$ cat config.mk
export PLATFORM = sky130hd
export DESIGN_NAME = countdown_timer_ctrl
export DESIGN_NICKNAME = d
export VERILOG_FILES = /design/src/rtl/countdown_timer_ctrl_pkg.sv /design/src/rtl/countdown_timer_ctrl_bcd_pair.sv /design/src/rtl/countdown_timer_ctrl.sv
export SDC_FILE = /design/constraint.sdc
export NUM_CORES = 1
export LEC_CHECK = 0
export CORE_UTILIZATION = 42
export DETAILED_ROUTE_END_ITERATION = 10
export DONT_BUFFER_PORTS = 1
export PLACE_DENSITY = 0.65
export SLEW_MARGIN = 20
export SYNTH_ARGS = -nofsm -noshare
export SYNTH_HDL_FRONTEND = slang
export SYNTH_SLANG_ARGS = --single-unit
$ cat constraint.sdc
create_clock -name clk -period 4.47 [get_ports clk]
set_clock_uncertainty 0.2 [all_clocks]
set_input_delay 0.894 -clock clk [delete_from_list [all_inputs] [get_ports clk]]
set_output_delay 0.894 -clock clk [all_outputs]
set_load 0.005 [all_outputs]
$ cat src/rtl/countdown_timer_ctrl_pkg.sv
// Shared definitions for the MM:SS countdown timer: state encoding and BCD limits.
package countdown_timer_ctrl_pkg;

  typedef enum logic [1:0] {
    ST_IDLE  = 2'd0,
    ST_RUN   = 2'd1,
    ST_PAUSE = 2'd2,
    ST_ALARM = 2'd3
  } state_e;

  localparam logic [3:0] SEC_TENS_MAX = 4'd5;
  localparam logic [3:0] DIGIT_MAX    = 4'd9;

  // True when all four BCD digits read zero (time is 00:00).
  function automatic logic bcd_time_is_zero(input logic [15:0] digits);
    return (digits == 16'h0000);
  endfunction

endpackage

$ cat src/rtl/countdown_timer_ctrl_bcd_pair.sv
// Two-digit BCD register (tens/ones) that can decrement with borrow or increment with wrap.
module bcd_pair_down_inc
  import countdown_timer_ctrl_pkg::*;
#(
  parameter logic [3:0] TENS_MAX = SEC_TENS_MAX
) (
  input  logic       clk,
  input  logic       reset_p,
  input  logic       clr,
  input  logic       dec_en,
  input  logic       inc_en,
  input  logic       borrow_in,
  output logic [3:0] dec10,
  output logic [3:0] dec1,
  output logic       borrow_out
);

  logic [3:0] tens_q, tens_d;
  logic [3:0] ones_q, ones_d;
  logic       dec_go;

  // A decrement needs both the local enable and the request from the lower stage.
  assign dec_go     = dec_en & borrow_in;
  assign borrow_out = dec_go & (tens_q == 4'd0) & (ones_q == 4'd0);
  assign dec10      = tens_q;
  assign dec1       = ones_q;

  // Next digit values: clear beats decrement beats increment; wraps stay inside 00..TENS_MAX9.
  always_comb begin
    tens_d = tens_q;
    ones_d = ones_q;
    if (clr) begin
      tens_d = 4'd0;
      ones_d = 4'd0;
    end else if (dec_go) begin
      if (ones_q == 4'd0) begin
        ones_d = DIGIT_MAX;
        tens_d = (tens_q == 4'd0) ? TENS_MAX : tens_q - 4'd1;
      end else begin
        ones_d = ones_q - 4'd1;
      end
    end else if (inc_en) begin
      if (ones_q >= DIGIT_MAX) begin
        ones_d = 4'd0;
        tens_d = (tens_q >= TENS_MAX) ? 4'd0 : tens_q + 4'd1;
      end else begin
        ones_d = ones_q + 4'd1;
      end
    end
  end

  // Digit registers, cleared asynchronously.
  always_ff @(posedge clk or posedge reset_p) begin
    if (reset_p) begin
      tens_q <= 4'd0;
      ones_q <= 4'd0;
    end else begin
      tens_q <= tens_d;
      ones_q <= ones_d;
    end
  end

endmodule

$ cat src/rtl/countdown_timer_ctrl.sv
// MM:SS countdown timer: set in IDLE, count down in RUN, freeze in PAUSE, signal in ALARM.
module countdown_timer_ctrl #(
  parameter int unsigned ALARM_SEC = 10
) (
  input  logic       clk,
  input  logic       reset_p,
  input  logic       clk_sec,
  input  logic       btn_start,
  input  logic       btn_clear,
  input  logic       btn_inc_min,
  input  logic       btn_inc_sec,
  output logic [3:0] min10,
  output logic [3:0] min1,
  output logic [3:0] sec10,
  output logic [3:0] sec1,
  output logic       running,
  output logic       alarm,
  output logic [1:0] state
);
  import countdown_timer_ctrl_pkg::*;

  state_e     state_q, state_d;
  logic [5:0] acnt_q, acnt_d;
  logic [6:0] acnt_inc;

  logic       digit_clr;
  logic       sec_dec_en;
  logic       inc_min_en;
  logic       inc_sec_en;
  logic       sec_borrow;
  logic       min_borrow;
  logic       time_zero;
  logic       time_one;

  assign time_zero = bcd_time_is_zero({min10, min1, sec10, sec1});
  assign time_one  = ({min10, min1, sec10, sec1} == 16'h0001);
  assign acnt_inc  = {1'b0, acnt_q} + 7'd1;

  bcd_pair_down_inc #(.TENS_MAX(SEC_TENS_MAX)) u_sec (
    .clk       (clk),
    .reset_p   (reset_p),
    .clr       (digit_clr),
    .dec_en    (sec_dec_en),
    .inc_en    (inc_sec_en),
    .borrow_in (1'b1),
    .dec10     (sec10),
    .dec1      (sec1),
    .borrow_out(sec_borrow)
  );

  // Minutes decrement only when the seconds pair borrows on a live tick.
  bcd_pair_down_inc #(.TENS_MAX(SEC_TENS_MAX)) u_min (
    .clk       (clk),
    .reset_p   (reset_p),
    .clr       (digit_clr),
    .dec_en    (sec_borrow),
    .inc_en    (inc_min_en),
    .borrow_in (sec_dec_en),
    .dec10     (min10),
    .dec1      (min1),
    .borrow_out(min_borrow)
  );

  // State register and alarm tick counter.
  always_ff @(posedge clk or posedge reset_p) begin
    if (reset_p) begin
      state_q <= ST_IDLE;
      acnt_q  <= 6'd0;
    end else begin
      state_q <= state_d;
      acnt_q  <= acnt_d;
    end
  end

  // Next state and alarm counter, honouring clear > start > tick priority.
  always_comb begin
    state_d = state_q;
    acnt_d  = 6'd0;
    unique case (state_q)
      ST_IDLE: begin
        if (!btn_clear && btn_start && !time_zero) state_d = ST_RUN;
      end
      ST_RUN: begin
        if (btn_clear)                                    state_d = ST_IDLE;
        else if (btn_start)                               state_d = ST_PAUSE;
        // An underflow borrow cannot normally occur; treat it as expiry too.
        else if ((clk_sec && time_one) || min_borrow)     state_d = ST_ALARM;
      end
      ST_PAUSE: begin
        if (btn_clear)      state_d = ST_IDLE;
        else if (btn_start) state_d = ST_RUN;
      end
      ST_ALARM: begin
        acnt_d = acnt_q;
        if (btn_clear || btn_start) begin
          state_d = ST_IDLE;
          acnt_d  = 6'd0;
        end else if (clk_sec) begin
          if (acnt_inc >= 7'(ALARM_SEC)) begin
            state_d = ST_IDLE;
            acnt_d  = 6'd0;
          end else begin
            acnt_d = acnt_inc[5:0];
          end
        end
      end
      default: state_d = ST_IDLE;
    endcase
  end

  // Datapath strobes and status decoded from the registered state.
  always_comb begin
    digit_clr  = btn_clear;
    sec_dec_en = 1'b0;
    inc_min_en = 1'b0;
    inc_sec_en = 1'b0;
    running    = (state_q == ST_RUN);
    alarm      = (state_q == ST_ALARM);
    unique case (state_q)
      ST_IDLE: begin
        // An effective start takes the cycle; an ignored start at 00:00 does not.
        if (!btn_clear && !(btn_start && !time_zero)) begin
          inc_min_en = btn_inc_min;
          inc_sec_en = btn_inc_sec;
        end
      end
      ST_RUN:  sec_dec_en = clk_sec & ~btn_clear & ~btn_start;
      default: ;
    endcase
  end

  assign state = state_q;

endmodule
## Word-level counts from Yosys, hierarchy flattened

Index checks and enable logic that the tools add are counted.

- Logic and storage cells: 106
- Output and inout bits: 20
- Flip-flop bits (word level): 24

- Multiplexer cells: 43
- Bitwise logic cells: 9
- $lt $le $gt $ge: 5
- Add/subtract/negate cells: 9
- Reductions and logical operators: 23
- Equal/unequal tests: 11

Operators with widths:

| kind | number |
|---|---|
| 4-bit 2-to-1 mux | 24 |
| 6-bit 2-to-1 mux | 4 |
| 2-bit 2-to-1 mux | 9 |
| 4-bit by 1-bit adder with 4-bit output, second input constant | 4 |
| 16-bit by 1-bit == test with 1-bit output, second input constant | 1 |
| 16-bit logical NOT | 1 |
| 4-bit logical NOT | 4 |
| 4-bit by 1-bit subtractor with 4-bit output, second input constant | 4 |
| 3-bit nonzero test | 4 |
| 3-bit inequality test, second input constant | 3 |
| 4-bit by 3-bit >= comparator with 1-bit output, second input constant | 2 |
| 4-bit >= comparator, second input constant | 2 |
| 2-bit one-hot mux with 4 select lines | 1 |
| 6-bit by 1-bit adder with 7-bit output, second input constant | 1 |
| 1-bit AND | 7 |
| 7-bit by 4-bit >= comparator with 1-bit output, second input constant | 1 |
| 3-bit AND reduction | 2 |
| 1-bit logical AND | 5 |
| 1-bit 2-to-1 mux | 5 |
| 5-bit AND reduction | 1 |
| 2-bit == test, second input constant | 2 |
| 4-bit by 3-bit inequality test with 1-bit output, second input constant | 1 |
| 1-bit logical NOT | 3 |
| 3-bit by 1-bit inequality test with 1-bit output, second input constant | 1 |
| 6 further kinds | 8 |

## Depth between registers and ports, before layout

Gate-level depths: netlist of the first run.

- Depth in word-level cells: 14
- Gate-level depth with buffers: 9
- Depth with buffers taken out: 7

## Modules after synthesis

From an unflattened synthesis of the first run, not the netlist that was laid out.

- Cell total of the unflattened synthesis: 247
- Area, all modules: 2239.6 um^2

Modules (own cells, without submodules):

| module | area each (um^2) | cells each | seq. area each (um^2) | instances |
|---|---|---|---|---|
| bcd_pair_down_inc | 824.5 | 92 | 200.2 | 2 |
| countdown_timer_ctrl | 590.6 | 63 | 200.2 | 1 |

## Least setup slack after synthesis of the first run

No wires, ideal clock.

- Kind: reg2reg
- Start: register u_sec.ones_q[0] (netlist: u_sec.dec1[0])
- End: register u_sec.tens_q[1] (netlist: u_sec.dec10[1])
- Arrival time: 2.747 ns
- Buffers on the path: 2
- Library setup time: 0.125 ns
- Path slack: 1.398 ns
- Period minus slack after synthesis: 3.072 ns
- Cell stages (with the launch flop): 10
- Path through: dfrtp_1 > inv_1 > ha_1 > or3b_1 > buf_6 > or4_4 > o41a_1 > buf_6 > or2_4 > mux2_4

- Cells in the longest elaborated chain, start to end: 9
- Elaborated cells between the ends (all ways): 13

Ends and longest elaborated chain:

| item | line | text |
|---|---|---|
| from (decl) | countdown_timer_ctrl_bcd_pair.sv:19 | `logic [3:0] ones_q, ones_d;` |
| from (signal assigned) | countdown_timer_ctrl_bcd_pair.sv:59 | `ones_q <= ones_d;` |
| 16-bit logical NOT | countdown_timer_ctrl_pkg.sv:16 | `return (digits == 16'h0000);` |
| 1-bit logical NOT | countdown_timer_ctrl.sv:122 | `if (!btn_clear && !(btn_start && !time_zero)) begin` |
| 1-bit logical AND | countdown_timer_ctrl.sv:122 |  |
| 1-bit logical NOT | countdown_timer_ctrl.sv:122 |  |
| 1-bit logical AND | countdown_timer_ctrl.sv:122 |  |
| 1-bit 2-to-1 mux | countdown_timer_ctrl.sv:122 |  |
| 1-bit 2-to-1 mux | countdown_timer_ctrl.sv:119 | `unique case (state_q)` |
| 3-bit nonzero test (no source line) | - |  |
| 3-bit AND reduction (no source line) (*) | - |  |
| to (signal assigned) | countdown_timer_ctrl_bcd_pair.sv:58 | `tens_q <= tens_d;` |
| to (decl) | countdown_timer_ctrl_bcd_pair.sv:18 | `logic [3:0] tens_q, tens_d;` |

Every way passes the cells marked *; elsewhere a longest branch is shown, timed or not.
A chain may end at the register's enable or synchronous reset.

## Worst setup path after layout of the first run

Same ends and word-level chain as after synthesis.

==> results.md, run 1 <==
- Status: complete, but fails checks
- Failing checks: DRC
- Initial antenna violation count: 0
- Endpoint type of the worst setup path: register
- DR DRC count: 4
- Register area share after synthesis: 0.299
- Hold crit path type: register to register
- #FFs+latches synth: 24
- Synth top area share: 0.299
- I/O pins: 27
- Row Count: 24
- Via/cell ratio: 6.14
- Commonest cells post-synth: dfrtp_1, inv_1, ha_1, nor2_1, nand2_1
- Post-synthesis net count: 257
- WS Path Type: register to register
- Most common cell in the synthesized netlist: dfrtp_1
- Post-DP HPWL: about 3100 µm
- DR WL/cell: ~16 µm
- Remaining Overflow, GRT: 0
- CTS Buf Count: 3
- RR Startpoint: u_sec.dec1[0]$_DFFE_PP0P_
- Synth async-reset ratio: 1.00
- Initial detailed-routing violation count: ~180
- Pwr dens: 436 nW/µm²
- Number of flops mapped to enable cells by yosys: 0
- Initial Utilization: 0.449
- Post-layout min period: 3.30 ns
- Most used flip-flop cell after synthesis: dfrtp_1
- Gate count after technology mapping: 233
- Layout area overhead: 3.36%
- Achievable clock frequency: about 0.3 GHz
- Number of port buffers: 0
- Die Wd: 71.1 µm
- WL final: 4420 µm
- Share of layout cells above drive strength 1: 0.101
- CTS resizes: 0
- Clock root cell: clkbuf_8
- Vias in the first global route: 1606
- Count of unique library cells instantiated by Yosys: between 50 and 60
- Post-synth top area cell: dfrtp_1
- Hold_sp: acnt_q[5]$_DFFE_PP0P_
- Worst Path Arrival: 3.26 ns
- Clock latency on the worst-skew pair: 0.27 ns
- H-tree levels: 1
- Slew HR: 0.390
- Router iterations before antenna repair: 8
- Mapped Area: 2010 µm²
- Period utilisation layout: 0.739
- Ys Warns: 0
- Max-Cap Viols: 0
- Type of element launching the critical path: register
- Fin. Hold Viols: 0
- Fin nets: 252
- Leak Pwr: a little under 0.9 nW
- WHS: 0.293 ns
- CTS sink cnt: 24
- Chip height: 71.1 µm
- TritonCTS clock tree: built
- Largest net degree at the start of global routing: 25
- Clock slew seen by the registers of the worst setup and hold paths: 0.09 ns
- # setup viols final: 0
- Core Region: around 4500 µm²
- Overall Global Routing Usage: 0.185
- Setup TNS: 0 ns
- Post-CTS Setup Bufs: 0
- Highest net fanout along the worst path: 10
- Crit path required time: 4.43 ns
- Final ANT Viol Nets: 0
- Maximum vdd drop: 0.000183 V
- Crit path launch: u_sec.dec1[0]$_DFFE_PP0P_
- Routed via count: 1712
- N_diodes: 0
- First-pass GRT wire length: roughly 7500 µm
- RSZ-0062 raised after global routing: false
- Pins Over Slew Limit: 0
- Die footprint: 5060 µm²
- Clk buf depth: 2
- Hold Buf Count CTS: 0
- Final Wtd Congestion: ~0.86
- Avg Cell Area, Syn: 8.62 µm²
- Synth area leaders: dfrtp_1, ha_1, inv_1
- Tightest Pin Transition: 0.909 ns
[logic make-up (layout without fill, tap and decap cells)]
| group | after synthesis | count (layout) | share of synthesized area |
|---|---|---|---|
| AND/OR/NAND/NOR | 79 | 79 | 0.213 |
| AO/OA/AOI/OAI | 75 | 75 | 0.271 |
| buffers and inverters | 31 | 25 | 0.0704 |
| flip-flops | 24 | 24 | 0.299 |
| adder cells (fa/ha/maj) | 17 | 17 | 0.106 |
| multiplexers | 5 | 5 | 0.0318 |
| XOR/XNOR | 2 | 2 | 0.00872 |
[stage by stage]
stage                     power [mW]   util  cell area (µm²)  instances  setup WS [ns]
final                          0.906  0.464             2080        279           1.17
after global placement         0.750  0.452             2020        275           1.25
after global routing           0.991  0.464             2080        279           1.02
after CTS                      0.912  0.464             2080        279           1.16
after detailed placement       0.755  0.452             2020        275           1.17
after floorplan                0.688      -             2010        233           1.40
[metal layers]
metal | GRT usage | routed length [µm] | up-vias
li1 | - | - | 856
met1 | 0.265 | 2180 | 814
met3 | 0.0399 | 226 | 2
met2 | 0.276 | 1980 | 40
met5 | 0 | 0 | -
met4 | 0.0600 | 28 | 0
[critical path, stage by stage, from the launching register on]
cell and delay [ns]:
dfrtp_1 0.48, inv_1 0.12, ha_1 0.17, or3b_1 0.50, or4_4 0.61, o41a_1 0.47, or2_4 0.34, mux2_4 0.30
[cells in the final DEF (no fill, tap or decap), types with 2 or more instances in the layout]
master | Yosys | final
clkbuf_8 | 0 | 4
a21o_2 | 2 | 2
and2_1 | 3 | 3
o22a_1 | 2 | 2
a311oi_1 | 3 | 3
o211ai_1 | 7 | 7
inv_1 | 20 | 19
mux2_2 | 3 | 3
and3_1 | 3 | 3
o41ai_1 | 4 | 4
nand3_1 | 7 | 7
or3_1 | 2 | 2
a21oi_1 | 14 | 14
nand2_1 | 16 | 16
ha_1 | 17 | 17
nor3b_1 | 3 | 3
nor3_1 | 7 | 7
o31a_1 | 2 | 2
a31oi_1 | 3 | 3
o31ai_1 | 3 | 3
dfrtp_1 | 24 | 24
a32o_1 | 2 | 2
nand4_1 | 2 | 2
mux2_4 | 2 | 2
or3b_1 | 2 | 2
nor2_1 | 17 | 17
o21ai_0 | 14 | 14
a221oi_1 | 3 | 3
nand2b_1 | 5 | 5
or3b_2 | 3 | 3
[layout make-up]
class	count	area, µm²
Sequential cell	24	601
Timing Repair Buffer	1	7.51
Fill cell	435	2400
Clock buffer	4	55.1
Tap cell	52	65.1
Multi-Input combinational cell	178	1270
Inverter	20	75.1
[worst paths after layout]
| path | end | slack (ns) | cells after the start |
|---|---|---|---|
| worst max-delay path | u_sec.dec10[1]$_DFFE_PP0P_ | 1.17 | 7 |
| worst min-delay path | acnt_q[5]$_DFFE_PP0P_ | 0.29 | 1 |
| worst max register to register | u_sec.dec10[1]$_DFFE_PP0P_ | 1.17 | 7 |
| worst min register to register | acnt_q[5]$_DFFE_PP0P_ | 0.29 | 1 |
| max in group asynchronous | u_min.dec10[0]$_DFFE_PP0P_ | 3.26 | 1 |
| min in group asynchronous | state[0]$_DFFE_PP0P_ | 0.39 | 1 |
[registers in the layout, summed over array words and instances (netlist names)]
register and count:
u_sec.dec1 4, u_sec.dec10 4, acnt_q 6, u_min.dec1 4, state 2, u_min.dec10 4
[where the power goes]
part           total, mW  switching [mW]  internal, mW
registers          0.339          0.0859         0.253
logic              0.415           0.229         0.186
clock network      0.151          0.0723        0.0787
Power figures use the tool's default switching activity.
==> run 2, diff against run 1 <==
--- a/config.mk
+++ b/config.mk
@@ -8,7 +8,7 @@
 export CORE_UTILIZATION = 42
 export DETAILED_ROUTE_END_ITERATION = 10
 export DONT_BUFFER_PORTS = 1
-export PLACE_DENSITY = 0.65
+export PLACE_DENSITY = 0.68
 export SLEW_MARGIN = 20
 export SYNTH_ARGS = -nofsm -noshare
 export SYNTH_HDL_FRONTEND = slang
==> constraint.sdc (replaced) <==
create_clock -name clk -period 2.9 [get_ports clk]
set_clock_uncertainty 0.2 [all_clocks]
set_input_delay 0.58 -clock clk [delete_from_list [all_inputs] [get_ports clk]]
set_output_delay 0.58 -clock clk [all_outputs]
set_load 0.005 [all_outputs]
==> run 2 against run 1 <==
The run still ends with DRC left. Sequential power grew 30%. First-iteration DRC count down 41%. Core utilization is 6.8 points higher. Global-route usage up 1.5 points. Critical path type unchanged. Critical endpoint unchanged.
==> results.md, run 2 (synthesis gave the netlist of run 1 again) <==
- DR DRC count: 3
- Type of element launching the critical path: register
- N_diodes: 0
- Vias in the first global route: 1786
- Remaining Overflow, GRT: 0
- Commonest non-fill, non-tap cells in the layout: buf_4, dfrtp_1, nor2_1
- Core Region: roughly 4500 µm²
- Fin. Hold Viols: 0
- Die footprint: 5060 µm²
- R2R depth: 7
- Row Count: 24
- Worst Path Arrival: 2.83 ns
- RR Startpoint: u_min.dec10[0]$_DFFE_PP0P_
- Fin nets: 282
- Final Wtd Congestion: 0.832
- I/O pins: 27
- Failing checks: DRC
- Tightest Pin Transition: 0.686 ns
- Hold crit path type: primary input to async pin
- Commonest non-fill, non-tap cell in the layout: buf_4
- Pwr dens: a little over 700 nW/µm²
- Register-to-Register Setup Slack: around 0.025 ns
- Endpoint type of the worst setup path: register
- Final ANT Viol Nets: 0
- Hold Buf Count CTS: 0
- Clock root cell: clkbuf_8
- Overall Global Routing Usage: 0.200
- Die Wd: 71.1 µm
- Reg with most FFs: acnt_q
- Bufs and invs on worst path: 1
- Initial detailed-routing violation count: 108
- Leak Pwr: 1.04 nW
- Initial antenna violation count: 0
- Max incr delay on CP: 0.55 ns
- Clock latency on the worst-skew pair: between 0.2 and 0.3 ns
- Post-CTS Setup Bufs: 0
- TritonCTS clock tree: built
- Routed via count: 1853
- Via/cell ratio: 6.00
- Crit path required time: 2.85 ns
- First-pass GRT wire length: 8220 µm
- H-tree levels: 1
- Slew HR: 0.538
- Highest net fanout along the worst path: 4
- Post-DP HPWL: 3580 µm
- Max-Cap Viols: 0
- CTS sink cnt: 24
- Fill cell count: 411
- Clk buf depth: 2
- RSZ-0062 raised after global routing: true
- # setup viols final: 0
- DR WL/cell: 15.9 µm
- Router iterations before antenna repair: 7
- Pins Over Slew Limit: 0
- WL final: 4910 µm
- Post-layout min period: around 2.9 ns
- Period utilisation layout: 0.991
- Chip height: between 70 and 80 µm
- Critical R2R Capture: u_sec.dec10[1]$_DFFE_PP0P_
- Clock slew seen by the registers of the worst setup and hold paths: 0.09 ns
- Number of port buffers: 0
- Achievable clock frequency: 0.348 GHz
- Largest net degree at the start of global routing: 25
- Initial Utilization: 0.449
- Family with the most delay on the worst path: simple AND/OR/NAND/NOR gates
- Status: complete, but fails checks
- WS Path Type: register to register
- Max reg flops: 6
- Crit path cell chain: inv_2 > ha_4 > or3b_4 > or4_4 > o41a_1 > or2_4 > mux2_4
- CTS Buf Count: 3
- CP max stage cell: or4_4
- Layout area overhead: 18.6%
- Maximum vdd drop: 0.000353 V
- WHS: between 0.03 and 0.04 ns
- Share of layout cells above drive strength 1: 0.257
- Setup TNS: 0 ns
[run 2: power breakdown]
part	internal [mW]	switching (mW)	leakage, nW
registers	0.394	0.0487	0.323
logic	0.465	0.519	0.683
clock network	0.185	0.111	0.0357
total	1.04	0.679	1.04
[run 2: timing repair]
action | in CTS | in global routing
endpoints found under the hold margin | 0 | 0
endpoints found under the setup margin | 3 | 4
gates resized for setup | 0 | 3
pin swaps | 1 | 0
[run 2: layout make-up]
class / count / area (µm²) / area share
clock buffers: 3 / 41.3 / 0.0173
multi-input cells: 178 / 1330 / 0.560
repair buffers: 31 / 233 / 0.0977
well taps: 52 / 65.1 / 0.0273
clock inverters: 1 / 30.0 / 0.0126
flip-flops and latches: 24 / 604 / 0.254
inverters: 20 / 75.1 / 0.0315
[run 2: layer usage]
layer | vias up | wire length (µm) | global-route usage
li1 | 915 | - | -
met1 | 896 | 2280 | 0.278
met2 | 38 | 2360 | 0.329
met3 | 4 | 237 | 0.0370
met4 | 0 | 29 | 0.0356
met5 | - | 0 | 0
[run 2: worst max path at each step]
stage                                     from                          to  slack [ns]  depth (start not counted)
floorplan            u_sec.dec1[0]$_DFFE_PP0P_  u_sec.dec10[1]$_DFFE_PP0P_       -0.11                          9
global placement    u_min.dec10[0]$_DFFE_PP0P_  u_sec.dec10[1]$_DFFE_PP0P_        0.05                          7
detailed placement  u_sec.dec10[1]$_DFFE_PP0P_  u_sec.dec10[2]$_DFFE_PP0P_      -0.004                          7
CTS                 u_sec.dec10[1]$_DFFE_PP0P_  u_sec.dec10[2]$_DFFE_PP0P_        0.04                          7
global route        u_min.dec10[1]$_DFFE_PP0P_  u_sec.dec10[3]$_DFFE_PP0P_       -0.02                          7
finish              u_min.dec10[0]$_DFFE_PP0P_  u_sec.dec10[1]$_DFFE_PP0P_        0.03                          7
[run 2: through the flow]
| step | area (µm²) | utilization | total power, mW | cells | worst slack [ns] |
|---|---|---|---|---|---|
| CTS | 2370 | 0.529 | 1.71 | 309 | 0.0385 |
| detailed placement | 2290 | 0.513 | 1.40 | 305 | -0.00389 |
| floorplan | 2060 | - | 1.11 | 233 | -0.114 |
| global route | 2380 | 0.532 | 1.86 | 309 | -0.0154 |
| finish | 2380 | 0.532 | 1.72 | 309 | 0.0253 |
| global placement | 2290 | 0.513 | 1.39 | 305 | 0.0524 |
